===== config.mk =====
export PLATFORM = sky130hd
export DESIGN_NAME = clk_div_chain
export DESIGN_NICKNAME = d
export VERILOG_FILES = /design/src/rtl/clk_div_chain_pkg.sv /design/src/rtl/clk_div_stage.sv /design/src/rtl/clk_div_chain.sv
export SDC_FILE = /design/constraint.sdc
export NUM_CORES = 1
export LEC_CHECK = 0
export ABC_CLOCK_PERIOD_IN_PS = 8600
export CAP_MARGIN = 30
export CELL_PAD_IN_SITES_DETAIL_PLACEMENT = 2
export CELL_PAD_IN_SITES_GLOBAL_PLACEMENT = 2
export CORE_MARGIN = 3
export CORE_UTILIZATION = 41
export CTS_BUF_LIST = sky130_fd_sc_hd__clkbuf_8
export DETAILED_ROUTE_END_ITERATION = 7
export PLACE_DENSITY_LB_ADDON = 0.2
export SLEW_MARGIN = 20
export SYNTH_ARGS = -nofsm -noshare
export SYNTH_HDL_FRONTEND = slang
export SYNTH_HIERARCHICAL = 1
export SYNTH_SLANG_ARGS = --single-unit

===== constraint.sdc =====
create_clock -name clk -period 8.6 [get_ports clk]
set_input_delay 1.72 -clock clk [delete_from_list [all_inputs] [get_ports clk]]
set_output_delay 1.72 -clock clk [all_outputs]
set_load 0.01 [all_outputs]

===== src/rtl/clk_div_chain_pkg.sv =====
// Shared constants for the cascaded tick divider chain.
// Default ratios turn a 100 MHz clk into 1 MHz / 1 kHz / 100 Hz / 1 Hz ticks.
package clk_div_chain_pkg;

  localparam int CNT_W_DEF = 10;

  localparam int DIV_1MHZ  = 100;
  localparam int DIV_1KHZ  = 1000;
  localparam int DIV_100HZ = 10;
  localparam int DIV_1HZ   = 100;

  // Stage 0 in the LSBs; spare top field repeats the 1 Hz ratio.
  localparam logic [5*CNT_W_DEF-1:0] DIV_INIT_DEF = {
    CNT_W_DEF'(DIV_1HZ),
    CNT_W_DEF'(DIV_1HZ),
    CNT_W_DEF'(DIV_100HZ),
    CNT_W_DEF'(DIV_1KHZ),
    CNT_W_DEF'(DIV_1MHZ)
  };

endpackage


===== src/rtl/clk_div_stage.sv =====
// One divider stage: ratio register, counter, lim compare,
// registered tick and square-wave toggle.
module clk_div_stage
  import clk_div_chain_pkg::*;
#(
  parameter int               CNT_W   = CNT_W_DEF,
  parameter logic [CNT_W-1:0] DIV_RST = CNT_W'(1)
) (
  input  logic             clk,
  input  logic             reset,
  input  logic             strobe_in,
  input  logic             clr,
  input  logic             load,
  input  logic [CNT_W-1:0] div_in,
  output logic             strobe_out,
  output logic             tick,
  output logic             sq
);

  logic [CNT_W-1:0] div;
  logic [CNT_W-1:0] cnt;
  logic [CNT_W-1:0] lim;
  logic             at_lim;

  // A zero ratio behaves as one: the stage passes every strobe.
  assign lim        = (div == '0) ? '0 : div - CNT_W'(1);
  assign at_lim     = (cnt == lim);
  assign strobe_out = strobe_in & at_lim;

  always_ff @(posedge clk or posedge reset) begin
    if (reset) begin
      div  <= DIV_RST;
      cnt  <= '0;
      tick <= 1'b0;
      sq   <= 1'b0;
    end else if (load) begin
      div  <= div_in;
      cnt  <= '0;
      tick <= 1'b0;
      sq   <= 1'b0;
    end else if (clr) begin
      cnt  <= '0;
      tick <= 1'b0;
      sq   <= 1'b0;
    end else begin
      if (strobe_in) begin
        cnt <= at_lim ? '0 : cnt + CNT_W'(1);
      end
      tick <= strobe_out;
      if (strobe_out) begin
        sq <= ~sq;
      end
    end
  end

endmodule


===== src/rtl/clk_div_chain.sv =====
// Parametrised cascade of tick dividers; each stage divides the
// previous stage's strobe. Ticks are clock enables, sq is for LEDs.
module clk_div_chain
  import clk_div_chain_pkg::*;
#(
  parameter int NUM_STAGES = 4,
  parameter int CNT_W      = CNT_W_DEF,
  parameter logic [NUM_STAGES*CNT_W-1:0] DIV_INIT =
    (NUM_STAGES*CNT_W)'(DIV_INIT_DEF)
) (
  input  logic                        clk,
  input  logic                        reset,
  input  logic                        run,
  input  logic                        clr,
  input  logic                        cfg_load,
  input  logic [NUM_STAGES*CNT_W-1:0] cfg_div,
  output logic [NUM_STAGES-1:0]       tick_o,
  output logic [NUM_STAGES-1:0]       sq_o
);

  logic [NUM_STAGES:0] s;

  assign s[0] = run;

  for (genvar k = 0; k < NUM_STAGES; k++) begin : g_stage
    clk_div_stage #(
      .CNT_W   (CNT_W),
      .DIV_RST (DIV_INIT[k*CNT_W +: CNT_W])
    ) u_stage (
      .clk        (clk),
      .reset      (reset),
      .strobe_in  (s[k]),
      .clr        (clr),
      .load       (cfg_load),
      .div_in     (cfg_div[k*CNT_W +: CNT_W]),
      .strobe_out (s[k+1]),
      .tick       (tick_o[k]),
      .sq         (sq_o[k])
    );
  end

endmodule

[Word level (Yosys, flattened, before mapping)]
Cells that the tools add are included.
Storage, ports and cells
  register bits after elaboration: 88
  bits in latches: 0
  memory bits (writable): 0
  memory bits (read-only): 0
  bits of input ports: 45
  output and inout port bits: 8
  word-level logic and storage cells: 85
  memories: 0
Operators by class
  add/subtract/negate cells: 8
  multipliers: 0
  div/mod/pow operators: 0
  order comparisons: 0
  equality and inequality tests: 4
  shift operators: 0
  muxes and demuxes: 40
  bitwise operators: 8
  reductions and logical operators: 9
Operator list (count)
  10-bit 2-to-1 mux: 20
  10-bit by 1-bit adder with 10-bit output, second input constant: 4
  10-bit == test: 4
  10-bit logical NOT: 4
  10-bit by 1-bit subtractor with 10-bit output, second input constant: 4
  1-bit 2-to-1 mux: 20
  3-bit nonzero test: 5
  1-bit AND: 4
  1-bit NOT: 4

[Longest topological paths before layout]
Gate-level depths: netlist of the first run.
  word-level depth: 10
  gate-level depth with buffers: 18
  gate-level depth less buffers: 16

[By module]
The synthesis of the first run kept the hierarchy.
Modules (own cells, without submodules)
  clk_div_stage at g_stage[1].u_stage: times used 1, cells each 172, area each 1584.0 sq um, seq. area each 558.0 sq um
  clk_div_stage at g_stage[3].u_stage: times used 1, cells each 172, area each 1580.3 sq um, seq. area each 554.3 sq um
  clk_div_stage at g_stage[2].u_stage: times used 1, cells each 172, area each 1579.0 sq um, seq. area each 553.0 sq um
  clk_div_stage at g_stage[0].u_stage: times used 1, cells each 162, area each 1540.2 sq um, seq. area each 554.3 sq um

[Least setup slack after synthesis of the first run]
No wires, ideal clock.
  path kind: flip-flop to flip-flop
  start: register g_stage[0].u_stage.div[0]
  end: register g_stage[3].u_stage.cnt[2]
  library setup time: 64 ps
  arrival time: 3804 ps
  required time: 8536 ps
  path slack: 4732 ps
  stages on the path, launching flop included: 19
  buffers on the path: 2
  clock period less this slack: 3868 ps
  cells stage by stage: dfrtp_1 > inv_1 > ha_1 > or4b_4 > nor4b_4 > nor3_1 > or4b_4 > nor4_4 > buf_6 > and2_1 > inv_1 > nor2_1 > inv_1 > nor2_1 > nand2_1 > a31o_4 > buf_6 > nor3b_2 > a21o_1
Between the ends
  cells in the longest elaborated chain, start to end: 7
  elaborated cells on any way between the ends: 8
  classes of those cells: add/sub (1); eq/ne (1); mux (1); bitwise (3); reduce/logical (2)
RTL lines
  start: declaration: RTL line clk_div_stage.sv:20  | logic [CNT_W-1:0] div;
  start signal: assignment: RTL line clk_div_stage.sv:37  | div <= div_in;
  10-bit by 1-bit subtractor with 10-bit output / 10-bit logical NOT (equally long branches): RTL line clk_div_stage.sv:26  | assign lim = (div == '0) ? '0 : div - CNT_W'(1);
  10-bit 2-to-1 mux (*): RTL line clk_div_stage.sv:26
  10-bit == test (*): RTL line clk_div_stage.sv:27  | assign at_lim = (cnt == lim);
  1-bit AND (*): RTL line clk_div_stage.sv:28  | assign strobe_out = strobe_in & at_lim;
  named net s[1]: RTL line clk_div_chain.sv:21  | logic [NUM_STAGES:0] s;
  1-bit AND (*): RTL line clk_div_stage.sv:28
  named net s[2]: RTL line clk_div_chain.sv:21
  1-bit AND (*): RTL line clk_div_stage.sv:28
  named net s[3]: RTL line clk_div_chain.sv:21
  3-bit nonzero test (no source line) (*)
  end signal: assignment: RTL line clk_div_stage.sv:47  | cnt <= at_lim ? '0 : cnt + CNT_W'(1);
  end: declaration: RTL line clk_div_stage.sv:21  | logic [CNT_W-1:0] cnt;
The timed path passes the listed nets; every way through them passes the cells marked *.
A chain may end at the register's enable or synchronous reset.

[Final worst setup path of the first run]
  start: register g_stage[0].u_stage.div[0]
  end: register g_stage[3].u_stage.cnt[8]
The elaborated chain is that of the path after synthesis.

==> metrics.txt, run 1 <==
area post-placement=between 6000 and 7000 sq um; startpoint types=register; total global routing track utilization=about 23%; Die Ht=around 130 um; Slew @ Worst Pin=0.821 ns; crit-path max FO=14; Leakage Power=2.78 nW; Final setup viols=0; Fmax=203 MHz; vias=about 5400; Peak VDD IR=about 75 uV; Max-Cap Viols=0; antenna violations before repair=0; most frequent cells in the layout=74 x dfrtp_1, 51 x clkdlybuf4s50_1, 49 x nor2_1, 49 x nand2_1, 47 x o21ai_0; Antenna diodes=0; vias in the first global route=between 5000 and 6000; syn_nets=726; Sequential Area=around 2200 sq um; Yosys Warn Count=6; Layout Cells excl Fill=890; final-report hold violation count=0; clock tree from TritonCTS=yes; io pins=53; status=complete, no violations; CTS max path bufs=2; Final GP Congestion=~0.84; largest net degree at the start of global routing=60; clock sinks=88; Design Area, Final=about 7000 sq um; worst skew pair latency=0.38 ns; flop2flop setup slack=3.66 ns; # nets final=754; Multi-input gate area=between 3000 and 4000 sq um; Mapped Cells=673; vias per cell=6.08; Crit. End Element=register; final core area utilization=47.5%; arrival time worst endpoint=around 5.3 ns; Initial Util=42.4%; commonest non-fill, non-tap cell in the layout=dfrtp_1; Final WS setup=roughly 3.7 ns; WS Path Type=register to register; dpl cells=around 870; Syn Std Cell Area=6260 sq um; Slew headroom=a little under half; Placement Setup Slack=3.77 ns; Post-CTS Setup Repair Bufs=0; Post-Route Skew=between 0.01 and 0.015 ns; first drt pass iteration count=4; initial drt markers=between 200 and 250; Slew Limit Fails=0; time the worst path needs with I/O delays and setup=about 4.9 ns; core outline area=14800 sq um; CTS clk-pin slew, worst paths=approximately 0.10 ns; H-tree Lvls=3; P per Cell Area=135 nW/um^2; die area=approximately 17000 sq um; CP Data Required Time=between 8 and 9 ns; # hold bufs at CTS=0; total gr overflow=0; Filler cells=1592; Routed WL per cell=about 20 um; global-route wire length before repair=30.6 mm; RSZ-0062 raised after global routing=false; class of the worst hold path=register to register; setup_tns=0 ns; IO buf count=52; number of gates resized after cts=0; post-DP HPWL=about 13 mm; layout cells sized above 1=between 10% and 20%; floorplan row count=44; number of nets with antenna violations after routing=0; CTS Buf Count=9; Die X=about 130 um; DRT Wirelength=18.2 mm; Final Cycle Share=57.4%; Layout Area Growth over Synthesis=11.9%; drt drc=0; Synth Area per Inst=9.30 sq um; root buf cell=clkbuf_8
state kept, by name, summed over array words and instances (netlist names):
register              flops
g_stage.u_stage/cnt      40
g_stage.u_stage/div      40
g_stage.u_stage/sq        4
g_stage.u_stage/tick      4
critical path: stages, from the launching register on:
cell and delay (ns):
dfrtp_1 0.44, inv_1 0.10, ha_1 0.29, nor4b_1 0.55, a21boi_0 0.25, o21a_1 0.23, or4b_4 0.55, nor4_4 0.54
and2_1 0.30, inv_1 0.12, nor2_1 0.26, inv_1 0.14, nor2_1 0.25, nand2_1 0.14, a31o_4 0.30, nor3_1 0.26
a211o_1 0.16
area by class of cell:
type | instances | area share, %
multi-input cells | 516 | 52.5
flip-flops and latches | 88 | 31.7
repair buffers | 60 | 8.57
well taps | 184 | 3.29
clock buffers | 9 | 1.77
inverters | 26 | 1.39
clock inverters | 7 | 0.839
final timing paths:
path,startpoint,depth (start not counted),endpoint
setup / recovery,g_stage[0].u_stage/div[0]$_DFFE_PP0P_,16,g_stage[3].u_stage/cnt[8]$_DFFE_PP0P_
hold / removal,g_stage[2].u_stage/div[1]$_DFFE_PP1P_,2,g_stage[2].u_stage/div[1]$_DFFE_PP1P_
setup reg to reg,g_stage[0].u_stage/div[0]$_DFFE_PP0P_,16,g_stage[3].u_stage/cnt[8]$_DFFE_PP0P_
hold reg to reg,g_stage[2].u_stage/div[1]$_DFFE_PP1P_,2,g_stage[2].u_stage/div[1]$_DFFE_PP1P_
max in group asynchronous,reset,3,g_stage[2].u_stage/div[3]$_DFFE_PP1P_
min in group asynchronous,reset,2,g_stage[0].u_stage/cnt[1]$_DFFE_PP0P_
metrics by stage:
stage | total power [mW] | hold slack, ns
4_1_cts | 0.961 | 0.560
6_report | 0.949 | 0.550
5_1_grt | 1.00 | 0.613
2_1_floorplan | 0.606 | 0.504
3_5_place_dp | 0.662 | 0.544
3_3_place_gp | 0.647 | 0.528
power by group:
group / leakage [nW] / total, mW / internal, mW / switching, mW
sequential: 1.12 / 0.477 / 0.438 / 0.0391
combinational: 1.55 / 0.180 / 0.0861 / 0.0940
clock: 0.103 / 0.292 / 0.131 / 0.162
total: 2.78 / 0.949 / 0.654 / 0.295
per-layer routing:
metal	up-vias	routed length [um]	global-route usage (%)
met5	-	0	0
met4	0	309	6.30
met3	23	491	3.59
met2	81	9410	41.3
met1	2760	7950	27.3
li1	2547	-	-
(Power assumes the default switching activity.)
==> run 2: changes to the inputs <==
--- a/config.mk
+++ b/config.mk
@@ -5,12 +5,12 @@
 export SDC_FILE = /design/constraint.sdc
 export NUM_CORES = 1
 export LEC_CHECK = 0
-export ABC_CLOCK_PERIOD_IN_PS = 8600
+export ABC_CLOCK_PERIOD_IN_PS = 3960
 export CAP_MARGIN = 30
 export CELL_PAD_IN_SITES_DETAIL_PLACEMENT = 2
 export CELL_PAD_IN_SITES_GLOBAL_PLACEMENT = 2
 export CORE_MARGIN = 3
-export CORE_UTILIZATION = 41
+export CORE_UTILIZATION = 35
 export CTS_BUF_LIST = sky130_fd_sc_hd__clkbuf_8
 export DETAILED_ROUTE_END_ITERATION = 7
 export PLACE_DENSITY_LB_ADDON = 0.2
==> constraint.sdc (replaced) <==
create_clock -name clk -period 3.96 [get_ports clk]
set_input_delay 0.792 -clock clk [delete_from_list [all_inputs] [get_ports clk]]
set_output_delay 0.792 -clock clk [all_outputs]
set_load 0.01 [all_outputs]
==> run 2 against run 1 <==
  * Sequential power is 120% higher
  * First-iteration DRC count is 19% lower
  * Combinational power is 130% higher
  * Design area is 3.5% higher
  * Non-clock buffer count is 7 higher
  * Via count is 0.79% higher
  * Count of clock-buffer cells in the layout is 1 higher
  * Worst hold slack better by 0.014 ns
  * Fmax is 31% higher
  * Flip-flop and latch count stayed put
  * Cell count is 5.5% higher
  * Global-route usage is 3.7 points lower
  * Critical endpoint unchanged
==> metrics.txt, run 2 (synthesized netlist as in run 1, its figures left out) <==
# hold bufs at CTS=0; Met1 Routed Length=~8.2 mm; P per Cell Area=roughly 310 nW/um^2; Max-Cap Viols=0; die area=19500 sq um; clock tree from TritonCTS=yes; Layout Cells excl Fill=~940; Final setup viols=0; biggest regs=g_stage.u_stage/cnt x40, g_stage.u_stage/div x40; hold path depth=2; Antenna diodes=0; H-tree Lvls=3; Slew @ Worst Pin=0.623 ns; Slew headroom=approximately 58%; arrival time worst endpoint=4.09 ns; commonest non-fill, non-tap cell in the layout=dfrtp_1; Routed WL per cell=around 20 um; Slew Limit Fails=0; r2r startpoint=g_stage[0].u_stage/div[1]$_DFFE_PP0P_; layout cells sized above 1=between 10% and 20%; CP startpoint=g_stage[0].u_stage/div[1]$_DFFE_PP0P_; floorplan row count=between 40 and 50; Die X=~140 um; first drt pass iteration count=4; vias in the first global route=about 6000; total gr overflow=0; most frequent cells in the layout=74 x dfrtp_1, 51 x clkdlybuf4s50_1, 48 x nand2_1, 47 x nor2_1, 47 x o21ai_0; io pins=53; Initial Util=between 30 and 40%; Layout Area Growth over Synthesis=15.9%; Die Ht=140 um; CTS Buf Count=9; Fmax=around 270 MHz; CTS clk-pin slew, worst paths=approximately 0.090 ns; time the worst path needs with I/O delays and setup=between 3 and 4 ns; Peak VDD IR=around 170 uV; CTS max path bufs=2; Crit. End Element=register; number of nets with antenna violations after routing=0; worst reg2reg path depth=16; Final GP Congestion=0.816; status=complete, no violations; root buf cell=clkbuf_8; dpl cells=between 900 and 1000; met2 WL post-DR=between 9 and 10 mm; core outline area=~17000 sq um; # nets final=approximately 760; WS Path Type=register to register; final core area utilization=41.7%; vias=between 5000 and 6000; largest net degree at the start of global routing=38; HP Start=g_stage[2].u_stage/div[1]$_DFFE_PP1P_; final hold slack=0.564 ns; Sequential Area=2220 sq um; post-DP HPWL=~13 mm; Final Cycle Share=a little over nine tenths; total global routing track utilization=18.9%; IO buf count=52; WL met3=422 um; initial drt markers=between 150 and 200; Leakage Power=between 2 and 3 nW; DRT Wirelength=roughly 18 mm; crit-path max FO=7; antenna violations before repair=0; drt drc=0; clock sinks=88; Multi-input gate area=around 3700 sq um; RSZ-0062 raised after global routing=false; Post-Route Skew=~0.014 ns; startpoint types=register; class of the worst hold path=register to register; vias per cell=about 5.8; global-route wire length before repair=30.6 mm; Filler cells=between 1500 and 2000; final-report hold violation count=0; worst skew pair latency=0.38 ns; DR top layer=met4; CP Data Required Time=between 4 and 5 ns; Final Power=approximately 2.2 mW
## run 2: metal layers
metal  global-route usage [%]  up-vias
met5                        0        -
met4                     3.42        0
met3                     3.92       15
met2                     34.1       60
met1                     23.5     2818
li1                         -     2561
## run 2: metrics by stage
stage	TNS (ns)	instance area [sq um]	setup WS, ns
after floorplan	0	6260	0.0918
after global placement	0	6850	0.0921
after detailed placement	-0.693	6850	-0.137
after CTS	0	7110	0.0244
after global routing	0	7260	0.00257
final	0	7260	0.190
## run 2: area by class of cell
class	instances	area share (%)
tap	225	3.88
timing repair buffer	67	9.42
sequential	88	30.6
clock inverter	6	1.40
inverter	26	1.35
multi-input combinational	517	51.5
clock buffer	10	1.90
## run 2: critical path: stages (launching register included)
cell and delay, ns:
dfrtp_1 0.41, inv_2 0.10, ha_4 0.17, or4b_4 0.51, nor4b_4 0.25, nor3_1 0.09, or4b_4 0.57, nor4_4 0.28
and2_4 0.20, inv_1 0.08, nor2_2 0.15, inv_2 0.08, nor2_4 0.13, nand2_2 0.10, a31o_4 0.26, nor3_1 0.18
a211o_1 0.13
## run 2: where the power goes
group,switching [mW],total (mW),internal [mW]
combinational,0.212,0.409,0.197
clock,0.347,0.778,0.431
sequential,0.0855,1.04,0.951
## run 2: what timing repair did
item	in CTS	in global routing
resized for setup	5	10
setup endpoints to repair	9	9
cloned	0	1
setup buffers	0	2
pin swaps	0	4
## run 2: worst paths after layout
| kind | endpoint | slack [ns] |
|---|---|---|
| max in group asynchronous | g_stage[0].u_stage/div[5]$_DFFE_PP1P_ | 2.61 |
| worst min-delay path | g_stage[2].u_stage/div[1]$_DFFE_PP1P_ | 0.56 |
| worst max-delay path | g_stage[3].u_stage/cnt[8]$_DFFE_PP0P_ | 0.19 |
| worst max register to register | g_stage[3].u_stage/cnt[8]$_DFFE_PP0P_ | 0.19 |
| worst min register to register | g_stage[2].u_stage/div[1]$_DFFE_PP1P_ | 0.56 |
| min in group asynchronous | g_stage[2].u_stage/sq$_DFFE_PP0P_ | 0.76 |
